<file path="config.mk">
export PLATFORM = sky130hd
export DESIGN_NAME = vga_timing_gen
export DESIGN_NICKNAME = d
export VERILOG_FILES = /design/src/rtl/vga_pkg.sv /design/src/rtl/vga_sync_counter.sv /design/src/rtl/vga_timing_gen.sv
export SDC_FILE = /design/constraint.sdc
export NUM_CORES = 1
export LEC_CHECK = 0
export BUFFER_PORTS_ARGS = -buffer_cell sky130_fd_sc_hd__buf_2
export CORE_ASPECT_RATIO = 0.5
export CORE_UTILIZATION = 66
export CTS_BUF_LIST = sky130_fd_sc_hd__clkbuf_4
export DETAILED_ROUTE_END_ITERATION = 10
export PLACE_DENSITY = 0.91
export SYNTH_ARGS = -nofsm -noshare
export SYNTH_HDL_FRONTEND = slang
export SYNTH_HIERARCHICAL = 1
export SYNTH_SLANG_ARGS = --single-unit
</file>
<file path="constraint.sdc">
create_clock -name clk -period 8.5 [get_ports clk]
set_input_delay 0 -clock clk [delete_from_list [all_inputs] [get_ports clk]]
set_output_delay 0 -clock clk [all_outputs]
set_load 0.03 [all_outputs]
</file>
<file path="src/rtl/vga_pkg.sv">
// Shared VGA timing defaults, pattern mode encodings and a width helper.
package vga_pkg;

  localparam int unsigned H_ACTIVE_DEF = 640;
  localparam int unsigned H_FP_DEF     = 16;
  localparam int unsigned H_SYNC_DEF   = 96;
  localparam int unsigned H_BP_DEF     = 48;
  localparam int unsigned V_ACTIVE_DEF = 480;
  localparam int unsigned V_FP_DEF     = 10;
  localparam int unsigned V_SYNC_DEF   = 2;
  localparam int unsigned V_BP_DEF     = 33;

  typedef enum logic [1:0] {
    MODE_OFF    = 2'd0,
    MODE_BARS   = 2'd1,
    MODE_CHECK  = 2'd2,
    MODE_SCROLL = 2'd3
  } vga_mode_e;

  // Bits needed to hold 0..value-1; never less than one bit.
  function automatic int unsigned clog2(input int unsigned value);
    int unsigned r;
    r = 0;
    for (int unsigned w = value - 1; w > 0; w = w >> 1) r++;
    return (r == 0) ? 1 : r;
  endfunction

endpackage

</file>
<file path="src/rtl/vga_sync_counter.sv">
// Pixel clock divider, horizontal/vertical position counters and sync decode.
module vga_sync_counter
  import vga_pkg::*;
#(
  parameter int unsigned H_ACTIVE = H_ACTIVE_DEF,
  parameter int unsigned H_FP     = H_FP_DEF,
  parameter int unsigned H_SYNC   = H_SYNC_DEF,
  parameter int unsigned H_BP     = H_BP_DEF,
  parameter int unsigned V_ACTIVE = V_ACTIVE_DEF,
  parameter int unsigned V_FP     = V_FP_DEF,
  parameter int unsigned V_SYNC   = V_SYNC_DEF,
  parameter int unsigned V_BP     = V_BP_DEF,
  parameter int unsigned CLK_DIV  = 2,
  localparam int unsigned H_TOTAL = H_ACTIVE + H_FP + H_SYNC + H_BP,
  localparam int unsigned V_TOTAL = V_ACTIVE + V_FP + V_SYNC + V_BP,
  localparam int unsigned HW      = clog2(H_TOTAL),
  localparam int unsigned VW      = clog2(V_TOTAL)
) (
  input  logic          clk,
  input  logic          reset,
  output logic          pix_tick_c,
  output logic [HW-1:0] h_cnt,
  output logic [VW-1:0] v_cnt,
  output logic          hsync_c,
  output logic          vsync_c,
  output logic          active_c,
  output logic          origin_c
);

  localparam int unsigned DIV_W = clog2(CLK_DIV);

  logic [DIV_W-1:0] div;

  assign pix_tick_c = (div == DIV_W'(CLK_DIV - 1));

  // Divider: counts clk cycles within one pixel period.
  always_ff @(posedge clk or negedge reset) begin
    if (!reset)          div <= '0;
    else if (pix_tick_c) div <= '0;
    else                 div <= div + DIV_W'(1);
  end

  // Position of the next pixel to be presented; advances once per pixel.
  always_ff @(posedge clk or negedge reset) begin
    if (!reset) begin
      h_cnt <= '0;
      v_cnt <= '0;
    end else if (pix_tick_c) begin
      if (h_cnt == HW'(H_TOTAL - 1)) begin
        h_cnt <= '0;
        v_cnt <= (v_cnt == VW'(V_TOTAL - 1)) ? '0 : v_cnt + VW'(1);
      end else begin
        h_cnt <= h_cnt + HW'(1);
      end
    end
  end

  // Raw (active-high) sync, visible-area and frame-origin decode of the position.
  always_comb begin
    hsync_c  = (h_cnt >= HW'(H_ACTIVE + H_FP)) && (h_cnt <= HW'(H_ACTIVE + H_FP + H_SYNC - 1));
    vsync_c  = (v_cnt >= VW'(V_ACTIVE + V_FP)) && (v_cnt <= VW'(V_ACTIVE + V_FP + V_SYNC - 1));
    active_c = (h_cnt < HW'(H_ACTIVE)) && (v_cnt < VW'(V_ACTIVE));
    origin_c = (h_cnt == '0) && (v_cnt == '0);
  end

endmodule

</file>
<file path="src/rtl/vga_timing_gen.sv">
// VGA timing generator with test patterns (off, colour bars, checkerboard, scroll).
// Optional VGA_BORDER_EN: draw a white one-pixel frame around the visible area.
module vga_timing_gen
  import vga_pkg::*;
#(
  parameter int unsigned H_ACTIVE   = H_ACTIVE_DEF,
  parameter int unsigned H_FP       = H_FP_DEF,
  parameter int unsigned H_SYNC     = H_SYNC_DEF,
  parameter int unsigned H_BP       = H_BP_DEF,
  parameter int unsigned V_ACTIVE   = V_ACTIVE_DEF,
  parameter int unsigned V_FP       = V_FP_DEF,
  parameter int unsigned V_SYNC     = V_SYNC_DEF,
  parameter int unsigned V_BP       = V_BP_DEF,
  parameter int unsigned COLOR_BITS = 4,
  parameter int unsigned CLK_DIV    = 2,
  parameter bit          SYNC_POL   = 1'b0,
  parameter int unsigned CHECK_LOG2 = 5,
  localparam int unsigned H_TOTAL   = H_ACTIVE + H_FP + H_SYNC + H_BP,
  localparam int unsigned V_TOTAL   = V_ACTIVE + V_FP + V_SYNC + V_BP,
  localparam int unsigned HW        = clog2(H_TOTAL),
  localparam int unsigned VW        = clog2(V_TOTAL)
) (
  input  logic                  clk,
  input  logic                  reset,
  input  logic [1:0]            mode,
  output logic [COLOR_BITS-1:0] red,
  output logic [COLOR_BITS-1:0] green,
  output logic [COLOR_BITS-1:0] blue,
  output logic                  hsync,
  output logic                  vsync,
  output logic [HW-1:0]         hcount,
  output logic [VW-1:0]         vcount,
  output logic                  active,
  output logic                  frame_start
);

  logic                  pix_tick_c, hsync_c, vsync_c, active_c, origin_c, start_c;
  logic [HW-1:0]         h_cnt;
  logic [VW-1:0]         v_cnt;
  vga_mode_e             mode_q, mode_eff_c;
  logic [7:0]            frame_cnt, fcnt_eff_c;
  logic [2:0]            bar_c;
  logic [COLOR_BITS-1:0] red_c, green_c, blue_c;

  vga_sync_counter #(
    .H_ACTIVE (H_ACTIVE), .H_FP (H_FP), .H_SYNC (H_SYNC), .H_BP (H_BP),
    .V_ACTIVE (V_ACTIVE), .V_FP (V_FP), .V_SYNC (V_SYNC), .V_BP (V_BP),
    .CLK_DIV  (CLK_DIV)
  ) u_sync (
    .clk        (clk),
    .reset      (reset),
    .pix_tick_c (pix_tick_c),
    .h_cnt      (h_cnt),
    .v_cnt      (v_cnt),
    .hsync_c    (hsync_c),
    .vsync_c    (vsync_c),
    .active_c   (active_c),
    .origin_c   (origin_c)
  );

  assign start_c = pix_tick_c && origin_c;

  // Pattern colour for the pixel about to be presented; the frame's first pixel
  // already uses the freshly sampled mode and frame count.
  always_comb begin
    mode_eff_c = start_c ? vga_mode_e'(mode) : mode_q;
    fcnt_eff_c = start_c ? frame_cnt + 8'd1 : frame_cnt;
    bar_c      = 3'((32'(h_cnt) * 32'd8) / H_ACTIVE);
    red_c      = '0;
    green_c    = '0;
    blue_c     = '0;
    if (active_c) begin
      case (mode_eff_c)
        MODE_BARS: begin
          red_c   = {COLOR_BITS{bar_c[2]}};
          green_c = {COLOR_BITS{bar_c[1]}};
          blue_c  = {COLOR_BITS{bar_c[0]}};
        end
        MODE_CHECK: begin
          red_c   = {COLOR_BITS{h_cnt[CHECK_LOG2] ^ v_cnt[CHECK_LOG2]}};
          green_c = red_c;
          blue_c  = red_c;
        end
        MODE_SCROLL: begin
          red_c   = COLOR_BITS'(32'(h_cnt) + 32'(fcnt_eff_c));
          green_c = COLOR_BITS'(v_cnt);
          blue_c  = fcnt_eff_c[7 -: COLOR_BITS];
        end
        default: ;
      endcase
`ifdef VGA_BORDER_EN
      if ((h_cnt == '0) || (h_cnt == HW'(H_ACTIVE - 1)) ||
          (v_cnt == '0) || (v_cnt == VW'(V_ACTIVE - 1))) begin
        red_c   = '1;
        green_c = '1;
        blue_c  = '1;
      end
`endif
    end
  end

  // Output registers: one pixel's colour, sync, active and position move together.
  always_ff @(posedge clk or negedge reset) begin
    if (!reset) begin
      red         <= '0;
      green       <= '0;
      blue        <= '0;
      hsync       <= ~SYNC_POL;
      vsync       <= ~SYNC_POL;
      hcount      <= '0;
      vcount      <= '0;
      active      <= 1'b0;
      frame_start <= 1'b0;
      mode_q      <= MODE_OFF;
      frame_cnt   <= '0;
    end else begin
      frame_start <= start_c;
      if (pix_tick_c) begin
        red    <= red_c;
        green  <= green_c;
        blue   <= blue_c;
        hsync  <= hsync_c ? SYNC_POL : ~SYNC_POL;
        vsync  <= vsync_c ? SYNC_POL : ~SYNC_POL;
        hcount <= h_cnt;
        vcount <= v_cnt;
        active <= active_c;
      end
      if (start_c) begin
        mode_q    <= mode_eff_c;
        frame_cnt <= fcnt_eff_c;
      end
    end
  end

endmodule
</file>
# After elaboration in Yosys (flattened, before gate mapping)
# Index checks and enable logic that the tools add are counted.
word_totals:
  input_bits: 4
  word_cells: 53
  reg_bits: 67
  output_inout_bits: 36
classes:
  muxes: 13
  n_eq_ne: 5
  addsub: 5
  reduce_logical: 8
  n_bitwise: 1
  n_lt_le_gt_ge: 6
  n_div: 1
ops:
  columns: ["operator", "n"]
  rows:
  - ["$pmux 4 s3", 3]
  - ["$div 13x10->32 const B", 1]
  - ["$add 10x1->10 const B", 2]
  - ["$eq 10x10->1 const B", 2]
  - ["$logic_not 10->1", 2]
  - ["$mux 10", 2]
  - ["$mux 4", 3]
  - ["$ge 10x10->1 const B", 1]
  - ["$ge 10x9->1 const B", 1]
  - ["$le 10x10->1 const B", 1]
  - ["$le 10x9->1 const B", 1]
  - ["$lt 10x10->1 const B", 1]
  - ["$lt 10x9->1 const B", 1]
  - ["$add 8x1->8 const B", 1]
  - ["$mux 8", 1]
  - ["$logic_and 1x1->1", 5]
  - ["$add 4x4->4", 1]
  - ["$eq 2x2->1 const B", 2]
  - ["$mux 1", 3]
  - ["$eq 2x1->1 const B", 1]
  - ["$mux 2", 1]
  - ["$reduce_and 2->1", 1]
  - ["$add 1x1->1 const B", 1]
  - ["$xor 1x1->1", 1]

# Depth between registers and ports, before layout
depth:
  word_depth: 7
  depth_mapped: 16
  ltp_nobuf: 14

# By module
# The synthesis kept the hierarchy.
by_module_without_submodules:
  columns: ["mod", "area_each_um2", "cells_each", "seq_area_each_um2", "n_inst"]
  rows:
  - ["vga_timing_gen", 2608.8, 254, 1153.6, 1]
  - ["vga_sync_counter", 1187.4, 122, 525.5, 1]

# Worst setup path before layout
# No wires, ideal clock.
synth_timing:
  path_type: "reg2reg"
  startpoint: "reg u_sync.h_cnt[6]"
  endpoint: "reg red[3]"
  stages_incl_launch_ff: 15
  path_slack_ns: 4.999
  synth_period_minus_slack_ns: 3.501
  arrival_ns: 3.361
  setup_ns: 0.140
  n_path_buf: 2
  required_time_ns: 8.360
  cell_sequence: "dfrtp_1 nor4_1 nand4_1 nor4_1 and2_1 clkbuf_1 buf_2 mux2_2 ha_1 a21o_1 a21oi_1 xor2_1 xnor2_1 a21oi_1 o22ai_1"
synth_via:
  elab_chain_len: 7
  elab_cells_between_ends: 14
  cone_classes: "1 x add/sub; 1 x div; 1 x order compare; 3 x eq/ne; 4 x mux; 4 x reduce/logical"
synth_lines:
  columns: ["item", "line_no", "source"]
  rows:
  - ["start, declared", "vga_sync_counter.sv:22", "output logic [HW-1:0] h_cnt,"]
  - ["start signal, assigned", "vga_sync_counter.sv:53", "h_cnt <= h_cnt + HW'(1);"]
  - ["$logic_not 10->1", "vga_sync_counter.sv:63", "origin_c = (h_cnt == '0) && (v_cnt == '0);"]
  - ["$logic_and 1x1->1", "vga_sync_counter.sv:63", null]
  - ["via origin_c", "vga_timing_gen.sv:37", "logic pix_tick_c, hsync_c, vsync_c, active_c, origin_c, start_c;"]
  - ["$logic_and 1x1->1", "vga_timing_gen.sv:61", "assign start_c = pix_tick_c && origin_c;"]
  - ["via start_c", "vga_timing_gen.sv:37", null]
  - ["$mux 8", "vga_timing_gen.sv:67", "fcnt_eff_c = start_c ? frame_cnt + 8'd1 : frame_cnt;"]
  - ["via fcnt_eff_c[1]", "vga_timing_gen.sv:41", "logic [7:0] frame_cnt, fcnt_eff_c;"]
  - ["$add 4x4->4", "vga_timing_gen.sv:85", "red_c = COLOR_BITS'(32'(h_cnt) + 32'(fcnt_eff_c));"]
  - ["$pmux 4 s3", "vga_timing_gen.sv:73", "case (mode_eff_c)"]
  - ["$mux 4", "vga_timing_gen.sv:72", "if (active_c) begin"]
  - ["end signal, assigned", "vga_timing_gen.sv:119", "red <= red_c;"]
  - ["end, declared", "vga_timing_gen.sv:26", "output logic [COLOR_BITS-1:0] red,"]
# The timed path passes the listed nets, and every way through them passes these cells.
# A chain may end at the register's enable or synchronous reset.

# Worst setup path after layout
layout_timing:
  startpoint: "reg u_sync.v_cnt[5]"
  endpoint: "reg red[3]"
layout_via:
  elab_chain_len: 7
  elab_cells_between_ends: 14
  cone_classes: "1 x add/sub; 1 x order compare; 3 x eq/ne; 4 x mux; 1 x bitwise; 4 x reduce/logical"
layout_lines:
  columns: ["item", "line_no", "source"]
  rows:
  - ["start, declared", "vga_sync_counter.sv:23", "output logic [VW-1:0] v_cnt,"]
  - ["start signal, assigned", "vga_sync_counter.sv:51", "v_cnt <= (v_cnt == VW'(V_TOTAL - 1)) ? '0 : v_cnt + VW'(1);"]
  - ["$logic_not 10->1", "vga_sync_counter.sv:63", null]
  - ["$logic_and 1x1->1", "vga_sync_counter.sv:63", null]
  - ["via origin_c", "vga_timing_gen.sv:37", null]
  - ["$logic_and 1x1->1", "vga_timing_gen.sv:61", null]
  - ["$mux 8", "vga_timing_gen.sv:67", null]
  - ["via fcnt_eff_c[1]", "vga_timing_gen.sv:41", null]
  - ["$add 4x4->4", "vga_timing_gen.sv:85", null]
  - ["$pmux 4 s3", "vga_timing_gen.sv:73", null]
  - ["$mux 4", "vga_timing_gen.sv:72", null]
# The timed path passes the listed nets, and every way through them passes these cells.

==> flow_summary.toml <==
[floorplan]
die-area_mm2 = 0.00608
ioPinCount = 40
die_y_um = 55.6
die_x_um = 109
core_area_mm2 = 0.00552
initial_core_util_pct = 68.8
num_rows = 19

[synth]
ys_async_sr_fraction_pct = 100
yosys.area_share.adder_pct = 4.09
synth_area_leaders = "dfrtp_1 43%, mux2_2 7.4%, ha_1 3.3%, xor2_1 3.0%, a21oi_1 2.8%"
synth_top_area_share_pct = 42.8
synth-simple-area-share_pct = 19.2
synth_edf_count = 0
syn-num-nets = 391
syn_area_per_cell_um2 = 10.1
mappedNetlistArea_mm2 = 0.00380
synthFlopType = "dfrtp_1"
ys_seq_area_share_pct = 44.2
synthCells = 376
synth_compound_area_share_pct = 13.1
synth-xor-area-share_pct = 5.31
synthMuxAreaShare_pct = 8.21
synthDistinctLibCells = 60
synth_seq_cells = 67
synth_top_family_by_area = "simple AND/OR/NAND/NOR gates"
synth_top_area_cell = "dfrtp_1"
yosys_warnings = 6

[timing]
rsz0062_at_grt = "false"
timing.final.ws_setup_ns = 4.26
period_needed_ns = 4.24
finalSetupViolations = 0
finClkSkew_ns = 0.0104
slew_headroom_pct = 44.3
hold_viol_final = 0
fin_crit_sh_pct = 49.8
final_max_slew_viol_count = 0
tightest_slew_ns = 0.836
fin_setup_tns_ns = 0
clock.fmax_mhz = 236

[critical_path]
crit_path_start_kind = "register"
crit_slowest_cell = "nor4_1"
crit_fanout = 15
worstPathRequired_ns = 8.78
endpoint_kind = "register"
critPathMaxStageDelay_ns = 0.61
critPathBufInv = 0
worstSetupPathType = "register to register"
path_delay_family = "simple AND/OR/NAND/NOR gates"
cp_cell_sequence = "nor4_1 > nand4_1 > nor4_1 > and2_1 > mux2_2 > ha_1 > a21o_1 > a21oi_1 > xor2_1 > xnor2_1 > a21oi_1 > o22ai_1"
arrival_ns = 4.52

[routing]
ant_nets = 0
vias = 3050
drt_iter0_markers = 243
dr.pass1.iters = 9
wl_mm = 8.13
wl_per_cell_um = 16.6
drc = 0
viasPerCell = 6.24

[final_layout]
layout-drive-gt1-share_pct = 21.6
antenna_cells = 0
areaGrowthSynthToFinish_pct = 8.37
fin_cells = 489
fin_nets = 426
final_core_util_pct = 74.6

[clock_tree]
cts-htree-levels = 3
cts_setup_buffers = 0
ctsResizeCount = 0
clkLatencyLatePin_ns = 0.42
clockBufferDepth = 2
cts-root-buf = "clkbuf_4"
cts_inserted_buffers = 9
clkTransAtPathRegs_ns = 0.11
cts_tree = "yes"
cts.sinks = 67

[power]
internal_power_uw = 383
ir_worst_vdd_mv = 0.0850
cellPowerDensity_mw_per_mm2 = 124
switching_share_pct = 24.6
seqPwrFrac_pct = 63.0
power.share.clock_pct = 34.0
pwr-share-comb_pct = 3.1
p_leak_uw = 0.00200
switchingPower_uw = 125

[global_route]
antenna_found_initial = 0
grt_max_degree = 68
grt_pass1_wl_mm = 13.6
grtUsageTotal_pct = 29.7
grt_pass1_vias = 2855
gr-total-overflow = 0

[status]
status = "finished, final reports clean"

[placement]
place_congestion = 0.908
hpwlAfterDp_mm = 5.50
dp_cells = 470
dp_slack_ns = 4.37
io_buffers = 39

[worst_hold_path]
hold_class = "primary input to asynchronous set/reset pin"

[run]
drv_cap = 0
## final timing paths
path	slack, ns	from	endpoint	cells after the start
worst max-delay path	4.26	u_sync/v_cnt[5]$_DFFE_PN0P_	red[3]$_DFFE_PN0P_	12
worst min-delay path	0.28	reset	blue[3]$_DFFE_PN0P_	3
worst max register to register	4.26	u_sync/v_cnt[5]$_DFFE_PN0P_	red[3]$_DFFE_PN0P_	12
worst min register to register	0.47	frame_cnt[7]$_DFFE_PN0P_	frame_cnt[7]$_DFFE_PN0P_	1
max in group asynchronous	7.67	reset	red[1]$_DFFE_PN0P_	3
min in group clk	0.42	mode[1]	mode_q[1]$_DFFE_PN0P_	3
## through the flow
step / cell area, µm² / hold WS, ns / power [µW]
after floorplan: 3800 / -0.296 / 332
after global placement: 3970 / 0.211 / 340
after detailed placement: 3970 / 0.228 / 341
after CTS: 4110 / 0.306 / 513
after global routing: 4110 / 0.352 / 529
final: 4110 / 0.283 / 508
## cell usage after synthesis, drive strengths merged (8+ instances only)
master and n:
a21oi 21, and3 9, buf 15, dfrtp 65, ha 10, inv 26
mux2 25, nand2 22, nand2b 15, nand3 19, nand4 8, nor2 14
o21ai 20, o22ai 9, xnor2 10, xor2 13
## logic make-up (layout without fill, tap and decap cells)
logic type               after synthesis  in the layout
flip-flops                            67             67
adder cells (fa/ha/maj)               12             12
XOR/XNOR                              23             23
AO/OA/AOI/OAI                         78             78
buffers and inverters                 46             86
AND/OR/NAND/NOR                      122            122
multiplexers                          28             28
## power by group through the flow
stage | clock network [µW] | logic [µW] | registers (µW)
2_1_floorplan | 0 | 5.20 | 327
3_3_place_gp | 0 | 14.2 | 326
3_5_place_dp | 0 | 14.7 | 326
4_1_cts | 177 | 15.8 | 320
5_1_grt | 191 | 18.0 | 320
6_report | 173 | 15.5 | 320
## routing by layer
layer	part of all wire, %	routed length [µm]	global-route usage, %
met1	44	3560	39.7
met2	47	3820	46.9
met3	8.2	665	8.20
met4	1.1	90	10.3
met5	0	0	0
## area by class of cell
class | instances | area (µm²)
multi-input cells | 263 | 1890
clock inverters | 7 | 43.8
fillers | 375 | 1400
flip-flops and latches | 67 | 1680
clock buffers | 9 | 67.6
inverters | 26 | 97.6
well taps | 73 | 91.3
repair buffers | 44 | 240
## repair_timing
item | in CTS | in global routing
hold buffers | 3 | 0
endpoints found under the setup margin | 0 | 0
hold endpoints to repair | 67 | 0
## registers in the layout, indices dropped and copies added, names as in the netlist, 2 cells and up
signal	flops
hcount	10
u_sync/h_cnt	10
u_sync/v_cnt	10
vcount	10
frame_cnt	8
blue	4
green	4
red	4
mode_q	2
## cells in the final DEF (no fill, tap or decap), types with 4 or more instances in the layout
cell type / instances
a21oi_1: 21
and3_1: 9
buf_2: 39
clkbuf_4: 9
dfrtp_1: 65
ha_1: 10
inv_1: 26
mux2_2: 25
nand2_1: 22
nand2b_1: 15
nand3_1: 18
nand4_1: 7
nor2_1: 13
nor2b_1: 5
nor3_1: 5
nor4_1: 5
o2111ai_1: 5
o21a_1: 4
o21ai_0: 15
o21ai_1: 4
o22ai_1: 9
o31ai_1: 4
xnor2_1: 10
xor2_1: 13
## worst register-to-register path, delay by kind of cell, from the launching register on
family | cells | cell delay, ns
compound gates | 4 | 0.58
xor+xnor | 2 | 0.34
fa+ha+maj | 1 | 0.28
flops | 1 | 0.53
mux | 1 | 0.43
simple gates | 4 | 1.95
(Power assumes the default switching activity.)
